--- src/rtl/seg_display_scan.sv ---
// -----------------------------------------------------------------------------
// seg_display_scan
//
// Two-digit multiplexed seven-segment driver for common-anode displays.
// A load strobe captures a ten-digit and a one-digit nibble. Each nibble is
// decoded as hex 0-F into active-low segments. The two digits are scanned in
// the order ONE -> GAP1 -> TEN -> GAP0, with a one-cycle blank gap between
// the digit slots so that no ghosting can occur. A one-cycle "shown" pulse
// reports that a newly loaded value has been on the display for one complete
// scan frame.
//
// Parameters
//   REFRESH_DIV    cycles each digit stays enabled per frame (2..65535)
//   BLANK_LEADING  1: a ten digit of zero is blanked (anodes off)
//
// Ports
//   clk        in   system clock, rising edge
//   reset      in   asynchronous active-low reset
//   load       in   capture strobe for digit_ten / digit_one
//   digit_ten  in   [3:0] ten-digit nibble
//   digit_one  in   [3:0] one-digit nibble
//   seg        out  [6:0] {g,f,e,d,c,b,a}, active-low segments (registered)
//   an         out  [1:0] active-low anodes, an[0]=one digit, an[1]=ten digit
//   shown      out  one-cycle pulse, pending load displayed for a full frame
// -----------------------------------------------------------------------------
module seg_display_scan #(
    parameter int REFRESH_DIV   = 16,
    parameter bit BLANK_LEADING = 1'b1
) (
    input  logic       clk,
    input  logic       reset,
    input  logic       load,
    input  logic [3:0] digit_ten,
    input  logic [3:0] digit_one,
    output logic [6:0] seg,
    output logic [1:0] an,
    output logic       shown
);

    localparam int CNT_W = (REFRESH_DIV > 1) ? $clog2(REFRESH_DIV) : 1;
    localparam logic [CNT_W-1:0] LAST_CNT = CNT_W'(REFRESH_DIV - 1);

    localparam logic [6:0] SEG_BLANK = 7'b1111111;
    localparam logic [1:0] AN_OFF    = 2'b11;
    localparam logic [1:0] AN_ONE    = 2'b10;
    localparam logic [1:0] AN_TEN    = 2'b01;

    typedef enum logic [1:0] {
        ST_ONE  = 2'd0,
        ST_GAP1 = 2'd1,
        ST_TEN  = 2'd2,
        ST_GAP0 = 2'd3
    } state_t;

    state_t           r_state;
    logic [CNT_W-1:0] r_cnt;
    logic [3:0]       r_latchTen;
    logic [3:0]       r_latchOne;
    logic             r_pending;
    logic             r_frameArmed;
    logic [6:0]       r_seg;
    logic [1:0]       r_an;
    logic             r_shown;

    state_t           w_nextState;
    logic [CNT_W-1:0] w_nextCnt;
    logic [6:0]       w_nextSeg;
    logic [1:0]       w_nextAn;
    logic             w_enterOne;

    // Hex to active-low segment pattern, bit order {g,f,e,d,c,b,a}.
    function automatic logic [6:0] decHex(input logic [3:0] value);
        logic [6:0] pattern;
        case (value)
            4'h0: pattern = 7'b1000000;
            4'h1: pattern = 7'b1111001;
            4'h2: pattern = 7'b0100100;
            4'h3: pattern = 7'b0110000;
            4'h4: pattern = 7'b0011001;
            4'h5: pattern = 7'b0010010;
            4'h6: pattern = 7'b0000010;
            4'h7: pattern = 7'b1111000;
            4'h8: pattern = 7'b0000000;
            4'h9: pattern = 7'b0010000;
            4'hA: pattern = 7'b0001000;
            4'hB: pattern = 7'b0000011;
            4'hC: pattern = 7'b1000110;
            4'hD: pattern = 7'b0100001;
            4'hE: pattern = 7'b0000110;
            default: pattern = 7'b0001110;
        endcase
        return pattern;
    endfunction

    // Scan sequencing. The slot counter restarts at zero on every state
    // change. The gap states always last exactly one cycle.
    always_comb begin
        w_nextState = r_state;
        w_nextCnt   = r_cnt + CNT_W'(1);
        case (r_state)
            ST_ONE: begin
                if (r_cnt == LAST_CNT) begin
                    w_nextState = ST_GAP1;
                    w_nextCnt   = '0;
                end
            end
            ST_GAP1: begin
                w_nextState = ST_TEN;
                w_nextCnt   = '0;
            end
            ST_TEN: begin
                if (r_cnt == LAST_CNT) begin
                    w_nextState = ST_GAP0;
                    w_nextCnt   = '0;
                end
            end
            default: begin
                w_nextState = ST_ONE;
                w_nextCnt   = '0;
            end
        endcase
    end

    // The edge that leaves GAP0 is also the edge that starts a new frame.
    assign w_enterOne = (r_state == ST_GAP0);

    // The outputs are computed from the state being entered. This lets the
    // registered anodes and segments change on the same edge as the state.
    // The segments are refreshed every cycle from the current latch, so a
    // new load appears one edge after it is captured.
    always_comb begin
        w_nextSeg = SEG_BLANK;
        w_nextAn  = AN_OFF;
        case (w_nextState)
            ST_ONE: begin
                w_nextAn  = AN_ONE;
                w_nextSeg = decHex(r_latchOne);
            end
            ST_TEN: begin
                if (!(BLANK_LEADING && (r_latchTen == 4'h0))) begin
                    w_nextAn  = AN_TEN;
                    w_nextSeg = decHex(r_latchTen);
                end
            end
            default: begin
                w_nextAn  = AN_OFF;
                w_nextSeg = SEG_BLANK;
            end
        endcase
    end

    // State, slot counter and the registered display drive.
    always_ff @(posedge clk or negedge reset) begin
        if (!reset) begin
            r_state <= ST_ONE;
            r_cnt   <= '0;
            r_seg   <= 7'b1000000;
            r_an    <= AN_ONE;
        end else begin
            r_state <= w_nextState;
            r_cnt   <= w_nextCnt;
            r_seg   <= w_nextSeg;
            r_an    <= w_nextAn;
        end
    end

    // Data latch and shown tracking. "pending" marks a load that no frame
    // has adopted yet. At each frame start it moves into "frameArmed". A load
    // on that same edge stays pending for the following frame. When the armed
    // frame finishes, the frame-start edge emits shown.
    always_ff @(posedge clk or negedge reset) begin
        if (!reset) begin
            r_latchTen   <= 4'h0;
            r_latchOne   <= 4'h0;
            r_pending    <= 1'b0;
            r_frameArmed <= 1'b0;
            r_shown      <= 1'b0;
        end else begin
            if (load) begin
                r_latchTen <= digit_ten;
                r_latchOne <= digit_one;
            end
            if (load) begin
                r_pending <= 1'b1;
            end else if (w_enterOne) begin
                r_pending <= 1'b0;
            end
            if (w_enterOne) begin
                r_shown      <= r_frameArmed;
                r_frameArmed <= r_pending;
            end else begin
                r_shown <= 1'b0;
            end
        end
    end

    assign seg   = r_seg;
    assign an    = r_an;
    assign shown = r_shown;

endmodule

--- config.mk ---
export PLATFORM = sky130hd
export DESIGN_NAME = seg_display_scan
export DESIGN_NICKNAME = d
export VERILOG_FILES = /design/src/rtl/seg_display_scan.sv
export SDC_FILE = /design/constraint.sdc
export NUM_CORES = 1
export LEC_CHECK = 0
export CAP_MARGIN = 15
export CELL_PAD_IN_SITES_DETAIL_PLACEMENT = 0
export CELL_PAD_IN_SITES_GLOBAL_PLACEMENT = 2
export CORE_UTILIZATION = 37
export DETAILED_ROUTE_END_ITERATION = 10
export PLACE_DENSITY_LB_ADDON = 0.1
export SLEW_MARGIN = 20
export SYNTH_ARGS = -nofsm -noshare
export SYNTH_HDL_FRONTEND = slang
export SYNTH_SLANG_ARGS = --single-unit
--- constraint.sdc ---
create_clock -name clk -period 4.6 [get_ports clk]
set_clock_uncertainty 0.05 [all_clocks]
set_input_delay 0.69 -clock clk [delete_from_list [all_inputs] [get_ports clk]]
set_output_delay 0.69 -clock clk [all_outputs]
set_load 0.1 [all_outputs]
Word-level counts from Yosys, hierarchy flattened

Memory sizes are Yosys's and may differ from the RTL's.
Cells that the tools add are included.

Bits in registers: 26
Bits in read-only memories: 224
Input bits: 11
Output and inout port bits: 10
Word-level logic and storage cells: 34
Memories kept: 2

Memories:

| memory           | depth | width | read ports | clocked after memory_dff | wr ports | line | text |
|---|---|---|---|---|---|---|---|
| (name not given) | 16    | 7     | 1          | 0                        | 0        | 74   | `case (value)` |
| (name not given) | 16    | 7     | 1          | 0                        | 0        | 74   |  |

Add/subtract/negate cells: 1
Equality and inequality tests: 5
Mux-type cells: 12
Reduce and logical (&&, ||, !) cells: 5

Operators by type and width:

| operator                                             | number |
|---|---|
| one-hot mux 7 bit (2 select lines)                   | 1 |
| 2-to-1 mux 4 bit                                     | 2 |
| 2-to-1 mux 7 bit                                     | 1 |
| equality test 2 bit (second input constant)          | 3 |
| 2-to-1 mux 2 bit                                     | 3 |
| one-hot mux 2 bit (3 select lines)                   | 1 |
| adder 4 x 1 -> 4 bit (second input constant)         | 1 |
| equality test 4 bit (second input constant)          | 1 |
| zero test 2 bit                                      | 2 |
| zero test 4 bit                                      | 1 |
| one-hot mux 2 bit (2 select lines)                   | 1 |
| 2-to-1 mux 1 bit                                     | 3 |
| equality test 2 x 1 -> 1 bit (second input constant) | 1 |
| nonzero test 2 bit                                   | 1 |
| OR reduction 2 bit                                   | 1 |

Depth between registers and ports, before layout

Gate-level depths: netlist (run 1).

Word-level depth: 5
Mapped depth: 7
Depth with buffers taken out: 7

Least setup slack after synthesis (run 1)

No wires, ideal clock.

Kind: reg2out
Start point: register r_an[0], in the netlist an[0]
End point: output port an[0]
Data arrival time: 0.883 ns
Required time: 3.860 ns
Setup slack: 2.977 ns
Cell stages (with the launch flop): 1
Buffers on the path: 0
Cells stage by stage: dfrtp_1

RTL lines:

| element                  | line | text |
|---|---|---|
| start: declaration       | 62   | `logic [1:0] r_an;` |
| start signal: assignment | 163  | `r_an <= w_nextAn;` |
| end: declaration         | 36   | `output logic [1:0] an,` |

No word-level cell between the ends.

Final worst setup path (run 1)

Start point: register r_seg[6], in the netlist seg[6]
End point: output port seg[6]

RTL lines:

| element                  | line | text |
|---|---|---|
| start: declaration       | 61   | `logic [6:0] r_seg;` |
| start signal: assignment | 162  | `r_seg <= w_nextSeg;` |
| end: declaration         | 35   | `output logic [6:0] seg,` |

No word-level cell between the ends.

==> impl_metrics.tcl, run 1 <==
set metrics [dict create \
    crit_chain "clkdlybuf4s50_1" \
    ys_ff_latch 26 \
    ir_drop_uv 119 \
    vias 1103 \
    synth_flop_cell "dfrtp_1" \
    synth_area_um2 1520 \
    core_um2 3800 \
    synth_compound_area_frac 0.173 \
    cts_sinks 26 \
    setup_viol 0 \
    placementRows 22 \
    crit_path_max_incr_delay_ps 1120 \
    synth_warnings 0 \
    min_from "r_frameArmed" \
    worstPathRequired_ps 3860 \
    rr_worst_depth 6 \
    ctsResizeCount 0 \
    yosysSeqAreaShare 0.430 \
    cp-start-kind "flop" \
    layout-drive-gt1-share 0.108 \
    cp_max_fo 1 \
    finalSetupTns_ps 0 \
    cts-buffers-inserted 3 \
    max_slew.worst_pin.slew_ps 965 \
    synth_edf_count 0 \
    synth_fa_ha_area_frac 0.132 \
    grt_overflow 0 \
    firstDrtPassIters 4 \
    maxSlewViolCount 0 \
    r2r_setup_slack_ps 2800 \
    post-dp-hpwl_um 2100 \
    htreeDepth 1 \
    post_synth_inst_count 149 \
    multi_input_area_um2 777 \
    critPathKind "flop to primary output" \
    pin_count 21 \
    yosys.area_share.xor_xnor 0.00576 \
    yosysMostFrequentCell "dfrtp_1" \
    io_buffers 20 \
    start_util 0.400 \
    synth_cell_type_count 43 \
    antenna_found_initial 0 \
    worst_setup_path_end_kind "primary output" \
    cp.arrival_ps 1920 \
    dieArea_um2 4370 \
    regArea_um2 653 \
    synthTopCellsByArea "dfrtp_1, ha_1, mux2_2, o21ai_0, dfstp_2" \
    p_leak_nw 0.763 \
    ctsHoldBuffers 0 \
    place.gp.congestion 0.745 \
    hold_viol 0 \
    area_delta_synth_final_pct 19.3 \
    path_buf_inv 1 \
    whs_path_depth 1 \
    rr_endpoint "seg[0]" \
    cpMaxStageDelayCell "clkdlybuf4s50_1" \
    die_w_um 66.1 \
    synthDominantCellAreaShare 0.395 \
    netlist.top_cell.by_area "dfrtp_1" \
    fin_util 0.477 \
    clk_latency_ps 270 \
    synth_top_family_by_area "compound AO/OA/AOI/OAI gates" \
    clkSlewWorstSetupHoldPaths_ps 90 \
    syn-num-nets 176 \
    synthTopCellsByCount "dfrtp_1, ha_1, o21ai_0" \
    fillers 361 \
    cellPowerDensity_nw_per_um2 342 \
    clockBufferDepth 2 \
    cp_top_family "buffers and inverters" \
    status "finished, final reports clean" \
    worstSetupPathDepth 1 \
    routedWlPerCell_um 13.2 \
    antenna_cells 0 \
    period_share 0.578 \
    ant_nets 0 \
    r2r_start "r_latchTen[1]" \
    avgSynthCellArea_um2 10.2 \
    fmax_mhz 376 \
    postCtsSetupBuffers 0 \
    postRouteWirelength_um 2830 \
    period_minus_slack_ps 2660 \
    die_h_um 66.1 \
    min_to "shown" \
    grt_pass1_wl_um 5050 \
    maxCapViolCount 0 \
    fin_nets 194 \
    first_global_vias 1074 \
    synth_mux_area_frac 0.0716 \
    viasPerCell 5.15 \
    cts_tree "built" \
    placed_cells 210 \
    cts_root_buf "clkbuf_8" \
    grt_usage 0.151 \
    maxSlewHeadroom 0.355 \
    async_flop_share 1.00 \
    hold_class "flop to flop" \
    drt_iter0_drc 134 \
    rsz0062_at_grt "false" \
    drc 0 \
    instances_no_fill 214 \
    synthSimpleGateAreaFrac 0.129 \
    grt_max_degree 27 \
]
-- per-stage QoR --
stage / hold WS [ps] / instance area [um2] / power, mW / setup slack, ps
after global routing: 475 / 1810 / 0.650 / 1910
after floorplan: 344 / 1520 / 0.391 / 2980
final: 443 / 1810 / 0.620 / 1940
after global placement: 407 / 1740 / 0.435 / 2250
after detailed placement: 423 / 1740 / 0.436 / 2230
after CTS: 448 / 1810 / 0.629 / 1920
-- report_power, final --
| group | switching (mW) | leakage [nW] | internal [mW] |
|---|---|---|---|
| Clock | 0.0734 | 0.0357 | 0.116 |
| Sequential | 0.0206 | 0.304 | 0.244 |
| Combinational | 0.113 | 0.422 | 0.0527 |
-- flip-flops by register name (all words and copies together), names as in the netlist --
register / flops
r_pending: 1
r_cnt: 4
r_state: 2
r_latchTen: 4
r_latchOne: 4
an: 2
seg: 7
shown: 1
r_frameArmed: 1
-- logic make-up after synthesis --
kind of cell,Yosys count
DFF,26
xor gates and xnor gates,1
adders and majority gates,16
AOI/OAI and AO/OA,41
and+or+nand+nor,36
muxes,10
buffers and inverters,19
-- worst max path at each step --
stage / from / to / slack (ps)
global route: seg[6] / seg[6] / 1910
floorplan: an[0] / an[0] / 2980
CTS: seg[6] / seg[6] / 1920
finish: seg[6] / seg[6] / 1940
detailed placement: seg[6] / seg[6] / 2230
global placement: seg[6] / seg[6] / 2250
-- cell usage in the layout (no fill, tap or decap), types with 2 or more instances in the layout --
master | netlist | routed
ha_1 | 16 | 16
nor2b_1 | 3 | 3
clkbuf_8 | 0 | 3
mux2_2 | 7 | 7
dfrtp_1 | 24 | 24
nor2_1 | 7 | 7
a211oi_1 | 3 | 3
inv_1 | 10 | 10
a21oi_1 | 10 | 10
mux2i_1 | 3 | 3
clkdlybuf4s50_1 | 0 | 20
nand2_1 | 10 | 10
nand2b_1 | 2 | 2
nor3_1 | 2 | 2
nand3b_1 | 2 | 2
nand3_1 | 2 | 2
o31ai_1 | 2 | 2
dfstp_2 | 2 | 2
a31oi_1 | 3 | 3
o21ai_0 | 11 | 11
or2b_1 | 2 | 2
-- area by class of cell --
class                           instances  area share
Sequential cell                        26       0.360
Inverter                               11      0.0242
Clock inverter                          1      0.0166
Tap cell                               48      0.0331
Multi-Input combinational cell        104       0.429
Timing Repair Buffer                   21       0.115
Clock buffer                            3      0.0228
-- per-layer routing --
metal  up-vias  part of all wire  global-route usage
met2        16              0.47               0.239
met3         2             0.022              0.0207
li1        554                 -                   -
met5         -                 0                   0
met1       531              0.50               0.217
met4         0            0.0046              0.0319
Power figures use the tool's default switching activity.
==> run 2: changes to the inputs <==
--- a/config.mk
+++ b/config.mk
@@ -8,7 +8,7 @@
 export CAP_MARGIN = 15
 export CELL_PAD_IN_SITES_DETAIL_PLACEMENT = 0
 export CELL_PAD_IN_SITES_GLOBAL_PLACEMENT = 2
-export CORE_UTILIZATION = 37
+export CORE_UTILIZATION = 31
 export DETAILED_ROUTE_END_ITERATION = 10
 export PLACE_DENSITY_LB_ADDON = 0.1
 export SLEW_MARGIN = 20
==> constraint.sdc (replaced) <==
create_clock -name clk -period 2.2 [get_ports clk]
set_clock_uncertainty 0.05 [all_clocks]
set_input_delay 0.33 -clock clk [delete_from_list [all_inputs] [get_ports clk]]
set_output_delay 0.33 -clock clk [all_outputs]
set_load 0.1 [all_outputs]
==> impl_metrics.tcl, run 2 (synthesis results as in run 1) <==
set metrics [dict create \
    status "finished, final reports clean" \
    antenna_cells 0 \
    fin_area_um2 1800 \
    start_util 0.322 \
    first_global_vias 1016 \
    worstPathRequired_ps 2300 \
    finalWorstSetupSlack_ps 422 \
    met1_length_um 1530 \
    grt_max_degree 27 \
    period_share 0.808 \
    cpMaxStageDelayCell "dfrtp_1" \
    drt_iter0_drc 61 \
    cp.arrival_ps 1880 \
    core_um2 4720 \
    cp-start-kind "flop" \
    grt_usage 0.126 \
    max_slew.worst_pin.slew_ps 529 \
    maxSlewHeadroom 0.647 \
    maxSlewViolCount 0 \
    ctsHoldBuffers 0 \
    hold_viol 0 \
    worst_setup_path_end_kind "flop" \
    cp_max_fo 6 \
    viasPerCell 4.65 \
    rr_endpoint "seg[0]" \
    r2r_start "r_latchTen[1]" \
    dieArea_um2 5190 \
    postRouteWirelength_um 3040 \
    dpl_cell_area_um2 1740 \
    final_cell_mix "dfrtp_1, ha_1, o21ai_0, buf_4" \
    pre_cts_ws_ps 441 \
    clk_latency_ps 270 \
    place.gp.congestion 0.730 \
    crit_chain "inv_1 -> ha_1 -> nor2b_1 -> o31ai_1 -> a31oi_1 -> or3_1" \
    postCtsSetupBuffers 0 \
    htreeDepth 1 \
    multi_input_area_um2 777 \
    pin_count 21 \
    clkSlewWorstSetupHoldPaths_ps 90 \
    topRoutingLayerUsed "met4" \
    layout-drive-gt1-share 0.169 \
    ctsResizeCount 0 \
    cts_root_buf "clkbuf_8" \
    routedWlPerCell_um 13.0 \
    cts-buffers-inserted 3 \
    area_delta_synth_final_pct 18.1 \
    post-dp-hpwl_um 2260 \
    regArea_um2 653 \
    ir_drop_uv 284 \
    ant_nets 0 \
    rr_worst_depth 6 \
    p_leak_nw 0.768 \
    critPathKind "flop to flop" \
    io_buffers 20 \
    antenna_found_initial 0 \
    cellPowerDensity_nw_per_um2 673 \
    cts_tree "built" \
    whs_ps 365 \
    r2r_setup_slack_ps 420 \
    fin_nets 194 \
    drc 0 \
    final_common_cell "dfrtp_1" \
    crit_path_max_incr_delay_ps 460 \
    wl_met3_um 110 \
    setup_viol 0 \
    vias 1084 \
    finalSetupTns_ps 0 \
    largest_register_ffs 7 \
    period_minus_slack_ps 1780 \
    fmax_mhz 562 \
    die_h_um 72.0 \
    maxCapViolCount 0 \
    fin_util 0.380 \
    placementRows 25 \
    fillers 482 \
    die_w_um 72.0 \
    grt_pass1_wl_um 4950 \
    wl_met2_um 1350 \
    hold_class "input pin to asynchronous set/reset pin" \
    clockBufferDepth 2 \
    grt_overflow 0 \
    cts_sinks 26 \
    firstDrtPassIters 4 \
    rsz0062_at_grt "false" \
]
[run 2: cell types whose count changed in the layout (fill, tap and decap cells not counted)]
cell and change:
clkdlybuf4s50_1 -10, clkbuf_8 +1, bufinv_16 -1, buf_4 +10
[run 2: area by class of cell]
cell class,instances,area share
multi-input cells,104,0.433
repair buffers,21,0.102
flip-flops and latches,26,0.364
inverters,11,0.0244
clock buffers,4,0.0307
well taps,67,0.0467
[run 2: report_power, final]
group / total (mW) / switching [mW] / internal (mW)
logic: 0.344 / 0.241 / 0.103
clock network: 0.312 / 0.152 / 0.160
registers: 0.554 / 0.0439 / 0.510
[run 2: worst max path at each step]
stage	from	endpoint	slack, ps	depth (start not counted)
floorplan	r_state[0]	seg[4]	640	6
global placement	r_latchTen[1]	seg[0]	460	6
detailed placement	r_latchTen[1]	seg[0]	440	6
CTS	r_latchTen[1]	seg[0]	430	6
global route	r_state[0]	seg[1]	310	5
finish	r_latchTen[1]	seg[0]	420	6
[run 2: metrics by stage]
stage                     std cells  total power, mW
final                           233             1.21
after detailed placement        229            0.910
after global placement          229            0.911
after global routing            233             1.27
after floorplan                 149            0.818
after CTS                       233             1.23
[run 2: metal layers]
layer,global-route usage,vias to the layer above
met3,0.0208,4
met5,0,-
li1,-,556
met4,0.0523,0
met1,0.171,501
met2,0.201,23
[run 2: worst max-delay path: cells and delay by family, from the launching register on]
kind,cells,cell delay [ps]
flip-flops,1,460
AND/OR/NAND/NOR,2,510
AO/OA/AOI/OAI,2,250
buffers and inverters,1,110
adder cells (fa/ha/maj),1,270
==> run 3: changes to the inputs <==
==> constraint.sdc (replaced) <==
create_clock -name clk -period 1.6 [get_ports clk]
set_clock_uncertainty 0.05 [all_clocks]
set_input_delay 0.24 -clock clk [delete_from_list [all_inputs] [get_ports clk]]
set_output_delay 0.24 -clock clk [all_outputs]
set_load 0.1 [all_outputs]
==> impl_metrics.tcl, run 3 (synthesis results as in run 1) <==
set metrics [dict create \
    fin_nets 213 \
    instances_no_fill 252 \
    pin_count 21 \
    regArea_um2 656 \
    rr_endpoint "seg[0]" \
    grt_usage 0.138 \
    cts-buffers-inserted 3 \
    fillers 449 \
    htreeDepth 1 \
    antenna_cells 0 \
    worstPathRequired_ps 1720 \
    pre_cts_ws_ps -45.5 \
    r2r_start "r_latchTen[1]" \
    ant_nets 0 \
    place.gp.congestion 0.794 \
    cp.arrival_ps 1710 \
    core_um2 4720 \
    io_buffers 20 \
    finalWorstSetupSlack_ps 2.64 \
    clockBufferDepth 2 \
    first_global_vias 1191 \
    topRoutingLayerUsed "met4" \
    final_cell_mix "dfrtp_1, buf_4, ha_1" \
    antenna_found_initial 0 \
    viasPerCell 4.79 \
    die_w_um 72.0 \
    fmax_mhz 626 \
    routedWlPerCell_um 12.9 \
    maxSlewHeadroom 0.697 \
    layout-drive-gt1-share 0.324 \
    hold_viol 0 \
    wl_met2_um 1560 \
    clkSlewWorstSetupHoldPaths_ps 100 \
    firstDrtPassIters 4 \
    vias 1206 \
    status "finished, final reports clean" \
    hold_class "input pin to asynchronous set/reset pin" \
    finalSetupTns_ps 0 \
    area_delta_synth_final_pct 39.8 \
    whs_ps 272 \
    r2r_setup_slack_ps 3 \
    p_leak_nw 0.908 \
    rr_worst_depth 6 \
    clk_latency_ps 280 \
    cp_max_fo 3 \
    cts_tree "built" \
    met1_length_um 1520 \
    largest_register_ffs 7 \
    setup_viol 0 \
    final_common_cell "dfrtp_1" \
    cts_sinks 26 \
    grt_overflow 0 \
    maxSlewViolCount 0 \
    cp-start-kind "flop" \
    drc 0 \
    maxCapViolCount 0 \
    drt_iter0_drc 54 \
    cellPowerDensity_nw_per_um2 917 \
    ir_drop_uv 312 \
    grt_pass1_wl_um 5490 \
    cts_root_buf "clkbuf_8" \
    placed_cells 246 \
    worst_setup_path_end_kind "flop" \
    period_share 0.998 \
    critPathKind "flop to flop" \
    die_h_um 72.0 \
    period_minus_slack_ps 1600 \
    postRouteWirelength_um 3240 \
    multi_input_area_um2 821 \
    grt_max_degree 27 \
    dieArea_um2 5190 \
    wl_met3_um 117 \
    start_util 0.322 \
    max_slew.worst_pin.slew_ps 454 \
    rsz0062_at_grt "true" \
    post-dp-hpwl_um 2420 \
    placementRows 25 \
]
run 3: cell types whose count changed in the layout (fill, tap and decap cells not counted), moves of 2 or more:
| cell | change |
|---|---|
| ha_1 | -4 |
| buf_12 | +10 |
| dfrtp_1 | -2 |
| buf_4 | +9 |
| dfrtp_2 | +2 |
| ha_2 | +3 |
| inv_2 | +3 |
| inv_1 | -3 |
run 3: per-layer routing:
layer,vias up,global-route usage
met5,-,0
met4,0,0.0523
met3,5,0.0208
met2,27,0.218
met1,577,0.193
li1,597,-
run 3: what timing repair did:
item	4_1_cts	5_1_grt
buffers inserted	0	2
cloned	0	0
setup endpoints to repair	5	7
pin swaps	1	5
gates resized for setup	2	14
hold buffers	0	0
run 3: metrics by stage:
step / power [mW] / area (um2) / util
4_1_cts: 1.95 / 2070 / 0.438
3_5_place_dp: 1.38 / 1990 / 0.422
2_1_floorplan: 1.12 / 1520 / -
3_3_place_gp: 1.38 / 1990 / 0.422
5_1_grt: 2.05 / 2130 / 0.450
6_report: 1.95 / 2130 / 0.450
run 3: area by class of cell:
type | instances | share of cell area
multi-input cells | 104 | 0.386
flip-flops and latches | 26 | 0.308
repair buffers | 40 | 0.212
well taps | 67 | 0.0394
inverters | 11 | 0.0206
clock buffers | 3 | 0.0194
clock inverters | 1 | 0.0141
run 3: worst max-delay path by stage:
stage / cells past startpoint / to / slack [ps] / start
2_1_floorplan: 6 / seg[4] / 40 / r_state[0]
3_3_place_gp: 4 / seg[2] / 9 / r_state[1]
3_5_place_dp: 4 / seg[2] / -50 / r_state[0]
4_1_cts: 5 / seg[0] / 20 / r_latchOne[1]
5_1_grt: 5 / seg[0] / -80 / r_latchTen[0]
6_report: 6 / seg[0] / 3 / r_latchTen[1]
run 3: where the power goes:
group	switching, mW	total, mW	internal [mW]	leakage [nW]
Sequential	0.0698	0.773	0.703	0.302
Clock	0.227	0.562	0.335	0.0357
Combinational	0.356	0.614	0.258	0.570
run 3: critical path, stage by stage (launching register included):
cell	delay [ps]
dfrtp_1	390
inv_2	80
ha_4	160
nor2b_4	110
o31ai_1	260
a31oi_1	70
or3_1	360
